[src/rtl/char_ram_writer_pkg.sv]
// Shared constants and FSM state type for the character RAM write controller.
package char_ram_pkg;

    localparam int ADDR_W = 10;    // {row[4:0], col[4:0]}
    localparam int DATA_W = 8;
    localparam int CELLS  = 1024;  // 32 x 32 character cells

    // IDLE drains the request FIFO, CLEAR runs the whole-screen fill sweep.
    typedef enum logic {
        IDLE  = 1'b0,
        CLEAR = 1'b1
    } state_t;

endpackage

[src/rtl/char_ram_writer_if.sv]
// Cell-write request channel into the character RAM writer.
// Handshake: a transfer happens on every clock edge where req_valid and
// req_ready are both 1. While req_valid is 1 and req_ready is 0, the master
// holds req_addr and req_data stable. req_ready does not depend on req_valid.
interface char_ram_writer_if #(
    parameter int ADDR_W = char_ram_pkg::ADDR_W,
    parameter int DATA_W = char_ram_pkg::DATA_W
);
    logic              req_valid;
    logic              req_ready;
    logic [ADDR_W-1:0] req_addr;
    logic [DATA_W-1:0] req_data;

    modport master (output req_valid, output req_addr, output req_data, input req_ready);
    modport slave  (input req_valid, input req_addr, input req_data, output req_ready);
endinterface

[src/rtl/char_ram_writer_sync_fifo.sv]
// Small synchronous FIFO holding pending {addr, data} cell writes.
module sync_fifo #(
    parameter int WIDTH = 18,
    parameter int DEPTH = 4
) (
    input  logic             clk,
    input  logic             reset,
    input  logic             push,
    input  logic             pop,
    input  logic [WIDTH-1:0] din,
    output logic             full,
    output logic             empty,
    output logic [WIDTH-1:0] head
);
    localparam int PTR_W = $clog2(DEPTH);

    logic [PTR_W-1:0] wr_ptr_q, wr_ptr_d;
    logic [PTR_W-1:0] rd_ptr_q, rd_ptr_d;
    logic [PTR_W:0]   count_q, count_d;
    logic [WIDTH-1:0] storage [DEPTH];
    logic             do_push;
    logic             do_pop;

    // Guard against pushing into a full or popping an empty FIFO.
    assign do_push = push & ~full;
    assign do_pop  = pop & ~empty;
    assign full    = (count_q == (PTR_W+1)'(DEPTH));
    assign empty   = (count_q == '0);
    assign head    = storage[rd_ptr_q];

    // Pointer and occupancy update; simultaneous push and pop keeps the count.
    always_comb begin
        wr_ptr_d = wr_ptr_q;
        rd_ptr_d = rd_ptr_q;
        count_d  = count_q;
        if (do_push) wr_ptr_d = wr_ptr_q + PTR_W'(1);
        if (do_pop)  rd_ptr_d = rd_ptr_q + PTR_W'(1);
        case ({do_push, do_pop})
            2'b10:   count_d = count_q + (PTR_W+1)'(1);
            2'b01:   count_d = count_q - (PTR_W+1)'(1);
            default: count_d = count_q;
        endcase
    end

    // Control registers.
    always_ff @(posedge clk or posedge reset) begin
        if (reset) begin
            wr_ptr_q <= '0;
            rd_ptr_q <= '0;
            count_q  <= '0;
        end else begin
            wr_ptr_q <= wr_ptr_d;
            rd_ptr_q <= rd_ptr_d;
            count_q  <= count_d;
        end
    end

    // Entry storage; contents are only meaningful below the occupancy count.
    always_ff @(posedge clk) begin
        if (do_push) storage[wr_ptr_q] <= din;
    end

endmodule

[src/rtl/char_ram_writer.sv]
// Write-side controller for the 32x32 character RAM: buffers cell writes,
// runs the fill sweep, and only drives the RAM port while the display blanks.
module char_ram_writer #(
    parameter int ADDR_W     = char_ram_pkg::ADDR_W,
    parameter int DATA_W     = char_ram_pkg::DATA_W,
    parameter int FIFO_DEPTH = 4
) (
    input  logic                 clk,
    input  logic                 reset,
    char_ram_writer_if.slave     req,
    input  logic                 clr_start,
    input  logic [DATA_W-1:0]    clr_value,
    output logic                 busy,
    output logic                 clr_done,
    input  logic                 display_on,
    input  logic [ADDR_W-1:0]    disp_addr,
    output logic [ADDR_W-1:0]    ram_addr,
    output logic [DATA_W-1:0]    ram_din,
    output logic                 ram_we,
    output char_ram_pkg::state_t dbg_state
);
    import char_ram_pkg::*;

    localparam int                ENTRY_W   = ADDR_W + DATA_W;
    localparam logic [ADDR_W-1:0] LAST_CELL = ADDR_W'(CELLS - 1);

    state_t              state_q, state_d;
    logic [ADDR_W-1:0]   cnt_q, cnt_d;
    logic [DATA_W-1:0]   fill_q, fill_d;
    logic                done_q, done_d;

    logic                fifo_push;
    logic                fifo_pop;
    logic                fifo_full;
    logic                fifo_empty;
    logic [ENTRY_W-1:0]  fifo_head;
    logic [ADDR_W-1:0]   head_addr;
    logic [DATA_W-1:0]   head_data;

    assign req.req_ready = ~fifo_full;
    assign fifo_push     = req.req_valid & ~fifo_full;
    assign head_addr     = fifo_head[ENTRY_W-1:DATA_W];
    assign head_data     = fifo_head[DATA_W-1:0];

    // The display owns the RAM whenever display_on is high; writes wait for blanking.
    assign ram_we   = ~display_on & ((state_q == CLEAR) | ~fifo_empty);
    // The sweep takes priority, so the FIFO only drains in IDLE.
    assign fifo_pop = ram_we & (state_q == IDLE);

    assign busy      = (state_q == CLEAR) | ~fifo_empty;
    assign clr_done  = done_q;
    assign dbg_state = state_q;

    sync_fifo #(
        .WIDTH (ENTRY_W),
        .DEPTH (FIFO_DEPTH)
    ) u_fifo (
        .clk   (clk),
        .reset (reset),
        .push  (fifo_push),
        .pop   (fifo_pop),
        .din   ({req.req_addr, req.req_data}),
        .full  (fifo_full),
        .empty (fifo_empty),
        .head  (fifo_head)
    );

    // RAM address/data mux: display read address, sweep counter, or FIFO head.
    always_comb begin
        ram_addr = head_addr;
        ram_din  = head_data;
        if (state_q == CLEAR) begin
            ram_addr = cnt_q;
            ram_din  = fill_q;
        end
        if (display_on) ram_addr = disp_addr;
    end

    // Next-state logic: start sweep on clr_start, step counter on each committed write.
    always_comb begin
        state_d = state_q;
        cnt_d   = cnt_q;
        fill_d  = fill_q;
        done_d  = 1'b0;
        case (state_q)
            IDLE: begin
                if (clr_start) begin
                    state_d = CLEAR;
                    cnt_d   = '0;
                    fill_d  = clr_value;
                end
            end
            CLEAR: begin
                // clr_start is ignored here: a running sweep is never restarted.
                if (ram_we) begin
                    if (cnt_q == LAST_CELL) begin
                        state_d = IDLE;
                        cnt_d   = '0;
                        done_d  = 1'b1;
                    end else begin
                        cnt_d = cnt_q + ADDR_W'(1);
                    end
                end
            end
            default: state_d = IDLE;
        endcase
    end

    // State, sweep counter, latched fill byte and done pulse registers.
    always_ff @(posedge clk or posedge reset) begin
        if (reset) begin
            state_q <= IDLE;
            cnt_q   <= '0;
            fill_q  <= '0;
            done_q  <= 1'b0;
        end else begin
            state_q <= state_d;
            cnt_q   <= cnt_d;
            fill_q  <= fill_d;
            done_q  <= done_d;
        end
    end

endmodule

[src/flat_wrapper.sv]
// flat-port wrapper written by rule: the top's interface ports become plain ports
module char_ram_writer_flat import char_ram_pkg::*;
#(
    parameter int ADDR_W     = char_ram_pkg::ADDR_W,
    parameter int DATA_W     = char_ram_pkg::DATA_W,
    parameter int FIFO_DEPTH = 4
)
  (clk, reset, clr_start, clr_value, busy, clr_done, display_on, disp_addr, ram_addr, ram_din, ram_we, dbg_state, req_req_valid, req_req_addr, req_req_data, req_req_ready);
  char_ram_writer_if #(.ADDR_W(ADDR_W), .DATA_W(DATA_W)) req_i ();
  input  logic clk;
  input  logic reset;
  input  logic clr_start;
  input  logic [DATA_W-1:0] clr_value;
  output logic busy;
  output logic clr_done;
  input  logic display_on;
  input  logic [ADDR_W-1:0] disp_addr;
  output logic [ADDR_W-1:0] ram_addr;
  output logic [DATA_W-1:0] ram_din;
  output logic ram_we;
  output char_ram_pkg::state_t dbg_state;
  input wire logic [$bits(req_i.req_valid)-1:0] req_req_valid;
  input wire logic [$bits(req_i.req_addr)-1:0] req_req_addr;
  input wire logic [$bits(req_i.req_data)-1:0] req_req_data;
  output wire logic [$bits(req_i.req_ready)-1:0] req_req_ready;
  assign req_i.req_valid = req_req_valid;
  assign req_i.req_addr = req_req_addr;
  assign req_i.req_data = req_req_data;
  assign req_req_ready = req_i.req_ready;
  char_ram_writer #(.ADDR_W(ADDR_W), .DATA_W(DATA_W), .FIFO_DEPTH(FIFO_DEPTH)) u_core (.clk(clk), .reset(reset), .req(req_i), .clr_start(clr_start), .clr_value(clr_value), .busy(busy), .clr_done(clr_done), .display_on(display_on), .disp_addr(disp_addr), .ram_addr(ram_addr), .ram_din(ram_din), .ram_we(ram_we), .dbg_state(dbg_state));
endmodule
[config.mk]
export PLATFORM = sky130hd
export DESIGN_NAME = char_ram_writer_flat
export DESIGN_NICKNAME = d
export VERILOG_FILES = /design/src/rtl/char_ram_writer_pkg.sv /design/src/rtl/char_ram_writer_if.sv /design/src/rtl/char_ram_writer_sync_fifo.sv /design/src/rtl/char_ram_writer.sv /design/src/flat_wrapper.sv
export SDC_FILE = /design/constraint.sdc
export NUM_CORES = 1
export LEC_CHECK = 0
export ABC_CLOCK_PERIOD_IN_PS = 2200
export CORE_MARGIN = 5
export CORE_UTILIZATION = 30
export CTS_CLUSTER_DIAMETER = 60
export DETAILED_ROUTE_END_ITERATION = 10
export PLACE_DENSITY = 0.57
export REMOVE_ABC_BUFFERS = 1
export SLEW_MARGIN = 20
export SYNTH_ARGS = -nofsm -noshare
export SYNTH_HDL_FRONTEND = slang
export SYNTH_SLANG_ARGS = --single-unit
export TNS_END_PERCENT = 20
[constraint.sdc]
create_clock -name clk -period 2.2 [get_ports clk]
set_clock_uncertainty 0.05 [all_clocks]
set_input_delay 0.22 -clock clk [delete_from_list [all_inputs] [get_ports clk]]
set_output_delay 0.22 -clock clk [all_outputs]
set_load 0.02 [all_outputs]
==> impl_results.md, run 1 <==
* CTS tree: done
* Root buffer cell: clkbuf_16
* Synth Instances at 255
* First-pass GRT wire length at 14.7 mm
* CP top delay family: multiplexers
* Total Routing Usage GR at 11.9%
* Die Ht at 129 um
* Dpl cells at 508
* Logic pwr share at 21.3%
* CP cell instances: buf_4 > buf_12 > mux4_2 > a221o_1 > buf_2
* Register area share after synthesis at 67.1%
* RSZ-0062 raised after global routing: true
* Most frequent cells in the layout: 72 x edfxtp_1, 43 x clkdlybuf4s50_1, 27 x dfrtp_1
* Failing checks: setup timing
* Sink Count at 99
* Site Rows at 43
* Later-pin clock latency in the skew report at 0.33 ns
* Synthesis-to-finish area growth at 30.3%
* Largest net degree at the start of global routing at 28
* P_leak at 2.07 nW
* Endpoint class of the critical path: output pin
* CP max FO at 9
* Crit path arrival time at 1.99 ns
* Vias at 2,472
* Via density at 4.68
* CP Launch Type: flop
* H-Tree Level Count at 3
* Die Width at 129 um
* Fmax achieved at 443 MHz
* Crit path time final at 2.26 ns
* PwrDens at 974 nW/um^2
* Port bufs at 63
* RD Place Congestion at 0.774
* Crit Path Category: flop to output pin
* Worst Tran Pin Value at 0.389 ns
* Fin worst setup slack at -0.0555 ns
* Post-synth ARST share at 27.3%
* Hold buffer count at CTS at 0
* Post-DRT Antenna Nets at 0
* DR WL/cell at 18.0 um
* Reg power frac at 48.2%
* Sw Pwr at 0.00142 W
* Slowest-stage cell, CP: mux4_2
* Footprint of the multi-input gates at 1300 sq um
* Power Total at 0.00537 W
* Clock transition at path regs at 0.07 ns
* Slew Limit Fails at 0
* # fillers at 1,314
* Yosys top cell area share at 51.1%
* Finish-stage setup viols at 13
* Initial antenna violation count at 0
* Nets at 391
* Distinct cell type count after synthesis at 39
* CORE AREA at 13,900 sq um
* Total gr overflow at 0
* Die ar. at 16,600 sq um
* Status: finished, violations left
* Clk buf depth at 2
* DP HPWL at 6.34 mm
* Synth Register Bits at 99
* CTS buffer count at 9
* Internal at 0.00396 W
* Ports at 64
* WL final at 9.48 mm
* Yosys top cell by area: edfxtp_1
* Critical Path RT at 1.93 ns
* Final Util at 39.7%
* Drt initial violations at 147
* Fin cells at 528
* Antenna cell count at 0
* Number of global-route vias before repair at 2,559
* Starting density of the core at 30.5%
* EDFF count, synth at 72
* Clock power frac at 30.5%
* VDD IR max at 0.000375 V
* Drt first pass iters at 4
* Main synth FF type: edfxtp_1
* FF/Latch Area at 2840 sq um
* DRC viols at 0
* Slowest stage delay, CP at 0.52 ns
* Fraction of layout instances using a drive strength above 1 at 29.3%
* Slew HR at 74.0%
* Fin crit share at 103%
* Yosys Warn Count at 0
* WP buf/inv at 3
* Hold Path Class: input pin to async pin
* Switching fraction of total power at 26.3%
* Synth top area cells: edfxtp_1 51%, dfrtp_1 16%, mux4_2 9.6%
* Final Hold Viols at 0
* Most common cell after layout, fill and taps aside: edfxtp_1
* Max-cap violations at 0
* Cell Area, Synth at 4230 sq um
* Syn Area/Cell at 16.6 sq um
-- routing by layer --
layer	vias to the layer above	wire, um	GRT usage [%]
li1	1152	-	-
met1	1268	4130	15.2
met2	43	4910	20.1
met3	9	279	2.12
met4	0	157	4.69
met5	-	0	0
-- cell families after synthesis --
logic type,Yosys count,synth area share (%)
xor gates and xnor gates,12,2.48
buffers and inverters,20,2.37
AOI/OAI and AO/OA,21,4.38
adders and majority gates,7,2.25
and+or+nand+nor,60,7.13
muxes,36,14.3
DFF,99,67.1
-- worst register-to-register path: cells and delay by family, from the launching register on --
kind | cells | cell delay (ns)
AND/OR/NAND/NOR | 3 | 0.42
XOR/XNOR | 2 | 0.30
flip-flops | 1 | 0.41
adder cells (fa/ha/maj) | 2 | 0.55
buffers and inverters | 3 | 0.24
-- synthesized netlist by cell type (2+ instances only) --
library cell	count
and3_1	4
and2_1	2
dfrtp_1	27
ha_1	6
mux2_2	17
nand2_1	18
nand3_1	3
o21ai_0	3
xnor2_1	3
nor2_1	20
a221o_1	8
clkbuf_1	3
buf_6	2
a31oi_1	2
edfxtp_1	72
nor2b_1	2
xor2_1	9
and4_4	2
inv_1	7
buf_2	8
a22oi_1	2
mux4_2	18
-- final timing paths --
check	slack, ns	startpoint	cells after the start	to
worst max-delay path	-0.06	u_core.u_fifo.rd_ptr_q[0]	5	ram_addr[7]
worst min-delay path	0.21	reset	3	u_core.fill_q[4]
worst max register to register	0.16	u_core.u_fifo.count_q[0]	10	u_core.u_fifo.count_q[2]
worst min register to register	0.46	u_core.fill_q[5]	1	u_core.fill_q[5]
max in group asynchronous	1.60	reset	3	u_core.cnt_q[7]
min in group clk	0.45	clr_value[2]	2	u_core.fill_q[2]
-- per-stage QoR --
step | worst slack, ns | TNS (ns) | hold slack [ns] | instance area [sq um]
2_1_floorplan | -0.285 | -0.687 | 0.223 | 4160
3_3_place_gp | -0.0977 | -0.935 | 0.438 | 5220
3_5_place_dp | -0.0867 | -1.04 | 0.445 | 5220
4_1_cts | -0.0586 | -0.580 | 0.214 | 5500
5_1_grt | -0.110 | -1.25 | 0.253 | 5520
6_report | -0.0555 | -0.379 | 0.206 | 5520
-- layout make-up --
class | instances | area share, %
sequential | 99 | 51.5
tap | 180 | 4.08
clock inverter | 7 | 1.63
inverter | 7 | 0.476
multi-input combinational | 136 | 23.5
clock buffer | 9 | 4.08
timing repair buffer | 90 | 14.7
-- power by group through the flow --
stage          sequential (W)  clock (W)  combinational [W]
3_3_place_gp          0.00261          0            0.00113
3_5_place_dp          0.00262          0            0.00117
5_1_grt               0.00263    0.00178            0.00125
4_1_cts               0.00259    0.00168            0.00117
6_report              0.00259    0.00164            0.00115
2_1_floorplan         0.00260          0           0.000643
-- repair_timing --
item / in CTS / in global routing
gates resized for setup: 73 / 8
cloned: 1 / 0
setup endpoints to repair: 19 / 19
pin swaps: 0 / 0
setup buffers: 3 / 0
-- sequential cells by signal, summed over array words and instances, names as in the netlist --
name	flops
u_core.fill_q	8
u_core.u_fifo.storage	72
u_core.clr_done	1
u_core.u_fifo.wr_ptr_q	2
u_core.u_fifo.rd_ptr_q	2
u_core.dbg_state	1
u_core.cnt_q	10
u_core.u_fifo.count_q	3
Power figures use the tool's default switching activity.
==> run 2, diff against run 1 <==
Settings changed: SKIP_CTS_REPAIR_TIMING set to 1.
==> run 2 against run 1 <==
The run still ends with setup timing left. Setup slack got worse by 0.032 ns. Combinational power barely moved. Clock power barely moved. Register-to-register slack barely moved. Worst hold slack improved by 0.0032 ns. Non-clock buffer count rose by 4. Sequential share of layout area fell by 0.52 points. Utilization rose by 0.42 points. Design area rose by 1.1%. Critical path type unchanged. Critical endpoint is now ram_addr[1].
==> impl_results.md, run 2 (synthesis gave the netlist of run 1 again) <==
* Crit path time final at 2.29 ns
* RD Place Congestion at 0.774
* Fin crit share at 104%
* Finish-stage setup viols at 13
* First-pass GRT wire length at 14.4 mm
* Failing checks: setup timing
* Total gr overflow at 0
* Root buffer cell: clkbuf_16
* Clk buf depth at 2
* Reg power frac at 48.0%
* CP max FO at 9
* Port bufs at 63
* Biggest register: u_core.u_fifo.storage
* DR WL/cell at 18.0 um
* Fin Setup TNS at -0.480 ns
* FF/Latch Area at 2840 sq um
* CTS buffer count at 9
* Slowest-stage cell, CP: mux4_2
* Max-cap violations at 0
* CP Launch Type: flop
* Via density at 4.69
* Internal at 0.00398 W
* Max reg flops at 72
* Sink Count at 99
* Drt initial violations at 143
* P_leak at 2.12 nW
* Vias at 2,495
* Clock power frac at 30.4%
* Number of global-route vias before repair at 2,543
* Footprint of the multi-input gates at 1300 sq um
* H-Tree Level Count at 3
* Ports at 64
* Slew HR at 73.5%
* Switching fraction of total power at 26.4%
* Die Width at 129 um
* Fmax achieved at 437 MHz
* Hold Path Class: input pin to async pin
* CP cell instances: buf_12 > buf_4 > mux4_2 > a221o_1 > buf_2
* Fraction of layout instances using a drive strength above 1 at 29.8%
* Endpoint class of the critical path: output pin
* Largest net degree at the start of global routing at 28
* CTS tree: done
* Worst Tran Pin Value at 0.397 ns
* WL final at 9.59 mm
* Antenna cell count at 0
* Critical Path RT at 1.93 ns
* Nets at 395
* DP HPWL at 6.34 mm
* Site Rows at 43
* Status: finished, violations left
* Drt first pass iters at 4
* Biggest regs: u_core.u_fifo.storage: 72 flops, u_core.cnt_q: 10 flops, u_core.fill_q: 8 flops
* Initial antenna violation count at 0
* Slowest stage delay, CP at 0.49 ns
* Crit path arrival time at 2.02 ns
* PwrDens at 969 nW/um^2
* Post-DRT Antenna Nets at 0
* Fin worst setup slack at -0.0880 ns
* Later-pin clock latency in the skew report at 0.33 ns
* Die Ht at 129 um
* DRC viols at 0
* Final Hold Viols at 0
* Total Routing Usage GR at 11.6%
* CORE AREA at 13,900 sq um
* Crit Path Category: flop to output pin
* RSZ-0062 raised after global routing: true
* Most frequent cells in the layout: 72 x edfxtp_1, 43 x clkdlybuf4s50_1, 27 x buf_4
* Synthesis-to-finish area growth at 31.7%
* Final Util at 40.2%
* VDD IR max at 0.000375 V
* Slew Limit Fails at 0
* Logic pwr share at 21.6%
* Clock transition at path regs at 0.07 ns
* Most common cell after layout, fill and taps aside: edfxtp_1
* Sw Pwr at 0.00143 W
* Starting density of the core at 30.5%
* Die ar. at 16,600 sq um
* # fillers at 1,311
run 2: metal layers:
layer / GRT usage [%] / up-vias / wire length, um
met2: 19.6 / 36 / 5000
met4: 4.69 / 0 / 152
met3: 2.20 / 9 / 278
met1: 14.7 / 1290 / 4160
met5: 0 / - / 0
li1: - / 1160 / -
run 2: area by class of cell:
type / instances / share of cell area, %
Timing Repair Buffer: 94 / 15.6
Clock inverter: 7 / 1.62
Inverter: 7 / 0.471
Tap cell: 180 / 4.04
Sequential cell: 99 / 50.9
Clock buffer: 9 / 4.04
Multi-Input combinational cell: 136 / 23.3
run 2: path summary, 6_finish.rpt:
kind	end	startpoint	cells after the start	slack (ns)
min in group clk	u_core.fill_q[1]	clr_value[1]	2	0.45
setup / recovery	ram_addr[1]	u_core.u_fifo.rd_ptr_q[0]	5	-0.09
hold reg to reg	u_core.fill_q[5]	u_core.fill_q[5]	1	0.46
hold / removal	u_core.fill_q[4]	reset	3	0.21
max in group asynchronous	u_core.u_fifo.rd_ptr_q[0]	reset	3	1.57
setup reg to reg	u_core.u_fifo.count_q[2]	u_core.u_fifo.count_q[0]	10	0.16
run 2: worst max-delay path, delay by kind of cell (launching register included):
family                 cells  cell delay, ns
muxes                      1            0.49
DFF                        1            0.42
AOI/OAI and AO/OA          1            0.34
buffers and inverters      3            0.45
run 2: stage by stage:
step / setup slack (ns) / hold WS (ns) / cell area, sq um / power [W] / instances
floorplan: -0.285 / 0.223 / 4160 / 0.00325 / 242
global placement: -0.0977 / 0.438 / 5220 / 0.00374 / 508
detailed placement: -0.0867 / 0.445 / 5220 / 0.00379 / 508
CTS: -0.453 / 0.214 / 5540 / 0.00545 / 524
global route: -0.166 / 0.253 / 5570 / 0.00568 / 532
finish: -0.0880 / 0.209 / 5570 / 0.00540 / 532
run 2: power groups by stage:
| stage | Clock (W) | Sequential (W) | Combinational [W] |
|---|---|---|---|
| 2_1_floorplan | 0 | 0.00260 | 0.000643 |
| 3_3_place_gp | 0 | 0.00261 | 0.00113 |
| 3_5_place_dp | 0 | 0.00262 | 0.00117 |
| 4_1_cts | 0.00168 | 0.00259 | 0.00118 |
| 5_1_grt | 0.00178 | 0.00263 | 0.00127 |
| 6_report | 0.00164 | 0.00259 | 0.00117 |
==> run 3, diff against run 2 <==
Settings changed: ABC_AREA set to 1, SYNTH_HIERARCHICAL set to 1.
==> run 3 against run 2 <==
The run still ends with setup timing left. Synthesized area rose by 10%. Design area increased by 9.2%. Count of clock-buffer cells in the layout unchanged. Global-route usage grew 0.62 points. Final cell count is 45% higher. Setup slack worse by 0.12 ns. Worst hold slack worse by 0.097 ns. Register-to-register slack got worse by 0.02 ns. Maximum frequency decreased by 5.0%. Critical path depth rose by 1. Synthesized cell count rose by 84%. Die area increased by 9.5%. Largest cell class unchanged.
==> impl_results.md, run 3 <==
* CORE AREA at 15,300 sq um
* R2R Setup Slk at 0.14 ns
* Synth Area in Adders at 2.04%
* Total gr overflow at 0
* CP Launch Type: flop
* Drt initial violations at 252
* CP max FO at 19
* Post-synth ARST share at 27.3%
* Number of global-route vias before repair at 3,478
* Yosys top cell area share at 46.3%
* Clk buf depth at 2
* Status: finished, violations left
* VDD IR max at 0.000425 V
* Fmax achieved at 415 MHz
* Nets at 605
* Most frequent cell after synthesis: nand2_1
* Worst Tran Pin Value at 0.306 ns
* Largest family of logic cells by synthesized area: simple AND/OR/NAND/NOR gates
* Fraction of layout instances using a drive strength above 1 at 14.1%
* Biggest regs: u_core/u_fifo/storage: 72 flops, u_core/cnt_q: 10 flops, u_core/fill_q: 8 flops
* Yosys Warn Count at 6
* Synthesis-to-finish area growth at 30.4%
* Slew Limit Fails at 0
* Failing checks: setup timing
* Die ar. at 18,200 sq um
* Drt first pass iters at 4
* Port bufs at 63
* Synth Instances at 468
* Hold Path Class: input pin to async pin
* Dpl cells at 754
* Main synth FF type: edfxtp_1
* Later-pin clock latency in the skew report at 0.34 ns
* Biggest register: u_core/u_fifo/storage
* Total Routing Usage GR at 12.2%
* Synth Register Bits at 99
* Crit path time final at 2.41 ns
* R2R Path Start: u_core/u_fifo/count_q[2]
* Fin Setup TNS at -1.02 ns
* Post-synthesis compound-gate area fraction at 9.28%
* Post-synthesis xor/xnor area fraction at 0.751%
* Die Ht at 135 um
* Crit path arrival time at 2.14 ns
* Ports at 64
* Via density at 4.39
* Final Util at 39.9%
* Cells on worst reg2reg path at 13
* Sink Count at 99
* Yosys top cell by area: edfxtp_1
* CTS buffer count at 9
* RD Place Congestion at 0.836
* Crit Path Category: flop to output pin
* Critical Path RT at 1.93 ns
* Most frequent cells in the layout: 148 x nand2_1, 72 x edfxtp_1, 69 x inv_1
* Die Width at 135 um
* Most common cell after layout, fill and taps aside: nand2_1
* Fin cells at 773
* Commonest cells in the netlist: 148 x nand2_1, 72 x edfxtp_1, 69 x inv_1
* RSZ-0062 raised after global routing: true
* Starting density of the core at 30.6%
* DR WL/cell at 13.8 um
* R2R Path End: u_core/u_fifo/count_q[2]
* WL final at 10.6 mm
* Vias at 3,391
* Site Rows at 45
* Fin worst setup slack at -0.209 ns
* Simple-Gate Fraction of Synth Area at 18.4%
* Clock transition at path regs at 0.07 ns
* PwrDens at 915 nW/um^2
* Finish-stage setup viols at 8
* H-Tree Level Count at 3
* Final Hold Viols at 0
* Root buffer cell: clkbuf_16
* Post-DRT Antenna Nets at 0
* Initial antenna violation count at 0
* First-pass GRT wire length at 17.5 mm
* DP HPWL at 7.81 mm
* Antenna cell count at 0
* Max reg flops at 72
* DRC viols at 0
* Slew HR at 79.6%
* Synth top area cells: edfxtp_1 46%, dfrtp_1 14%, nand2_1 12%
* Register area share after synthesis at 60.8%
* # fillers at 1,483
* Largest net degree at the start of global routing at 33
* P_leak at 2.79 nW
* Distinct cell type count after synthesis at 30
* Cell Area, Synth at 4670 sq um
* Fin crit share at 110%
* Post-synthesis mux area share at 0%
* Endpoint class of the critical path: output pin
* Syn Area/Cell at 9.97 sq um
* Worst hold margin at 0.112 ns
* EDFF count, synth at 72
* Max-cap violations at 0
* CTS tree: done
-- run 3: changes by cell type after synthesis, moves of 8 or more --
cell,previous run,this run
nand2_1,18,148
nand3_1,3,13
o21ai_0,3,22
o211ai_1,1,30
mux4_2,18,0
mux2_2,17,0
a221o_1,8,0
inv_1,7,69
-- run 3: per-stage QoR --
step	cell area [sq um]	power [W]	setup slack, ns
2_1_floorplan	4540	0.00335	0.0585
3_3_place_gp	5690	0.00388	-0.0232
3_5_place_dp	5690	0.00392	-0.0459
4_1_cts	6010	0.00562	-0.287
5_1_grt	6080	0.00590	-0.326
6_report	6080	0.00557	-0.209
-- run 3: final cells by class --
type                       count  area, sq um  share of cell area [%]
sequential                    99         2840                    46.7
multi-input combinational    278         1430                    23.5
timing repair buffer          95          943                    15.5
inverter                      74          283                    4.65
tap                          211          264                    4.34
clock buffer                   9          225                    3.70
clock inverter                 7          100                    1.65
-- run 3: per-layer routing --
| metal | vias up | part of all wire, % | GRT usage, % |
|---|---|---|---|
| met2 | 56 | 50 | 20.5 |
| met3 | 8 | 4.7 | 2.61 |
| met5 | - | 0 | 0 |
| li1 | 1709 | - | - |
| met4 | 0 | 1.1 | 4.30 |
| met1 | 1618 | 44 | 15.6 |
-- run 3: logic make-up (layout without fill, tap and decap cells) --
logic type | count (synthesis) | in the layout
AO/OA/AOI/OAI | 62 | 62
XOR/XNOR | 4 | 4
adder cells (fa/ha/maj) | 7 | 7
buffers and inverters | 91 | 185
flip-flops | 99 | 99
AND/OR/NAND/NOR | 205 | 205
-- run 3: where the power goes --
part           total (W)  switching [W]  internal (W)
logic            0.00130       0.000778      0.000522
registers        0.00258       0.000168       0.00241
clock network    0.00169       0.000682       0.00101
-- run 3: worst max-delay path, stage by stage (launching register included) --
cell and delay, ns:
dfrtp_1 0.40, buf_6 0.24, o211ai_1 0.12, nand2_1 0.08, o21ai_0 0.06, o21ai_0 0.23
clkdlybuf4s50_1 0.66
-- run 3: worst max path at each step --
stage	startpoint	endpoint	slack, ns	depth (start not counted)
2_1_floorplan	u_core/u_fifo/count_q[1]	u_core/u_fifo/storage[0][0]	0.06	6
3_3_place_gp	display_on	u_core/u_fifo/count_q[2]	-0.02	12
3_5_place_dp	display_on	u_core/u_fifo/count_q[2]	-0.05	12
4_1_cts	u_core/u_fifo/rd_ptr_q[0]	ram_addr[3]	-0.29	7
5_1_grt	u_core/u_fifo/rd_ptr_q[1]	ram_addr[9]	-0.33	7
6_report	u_core/u_fifo/rd_ptr_q[1]	ram_addr[2]	-0.21	6
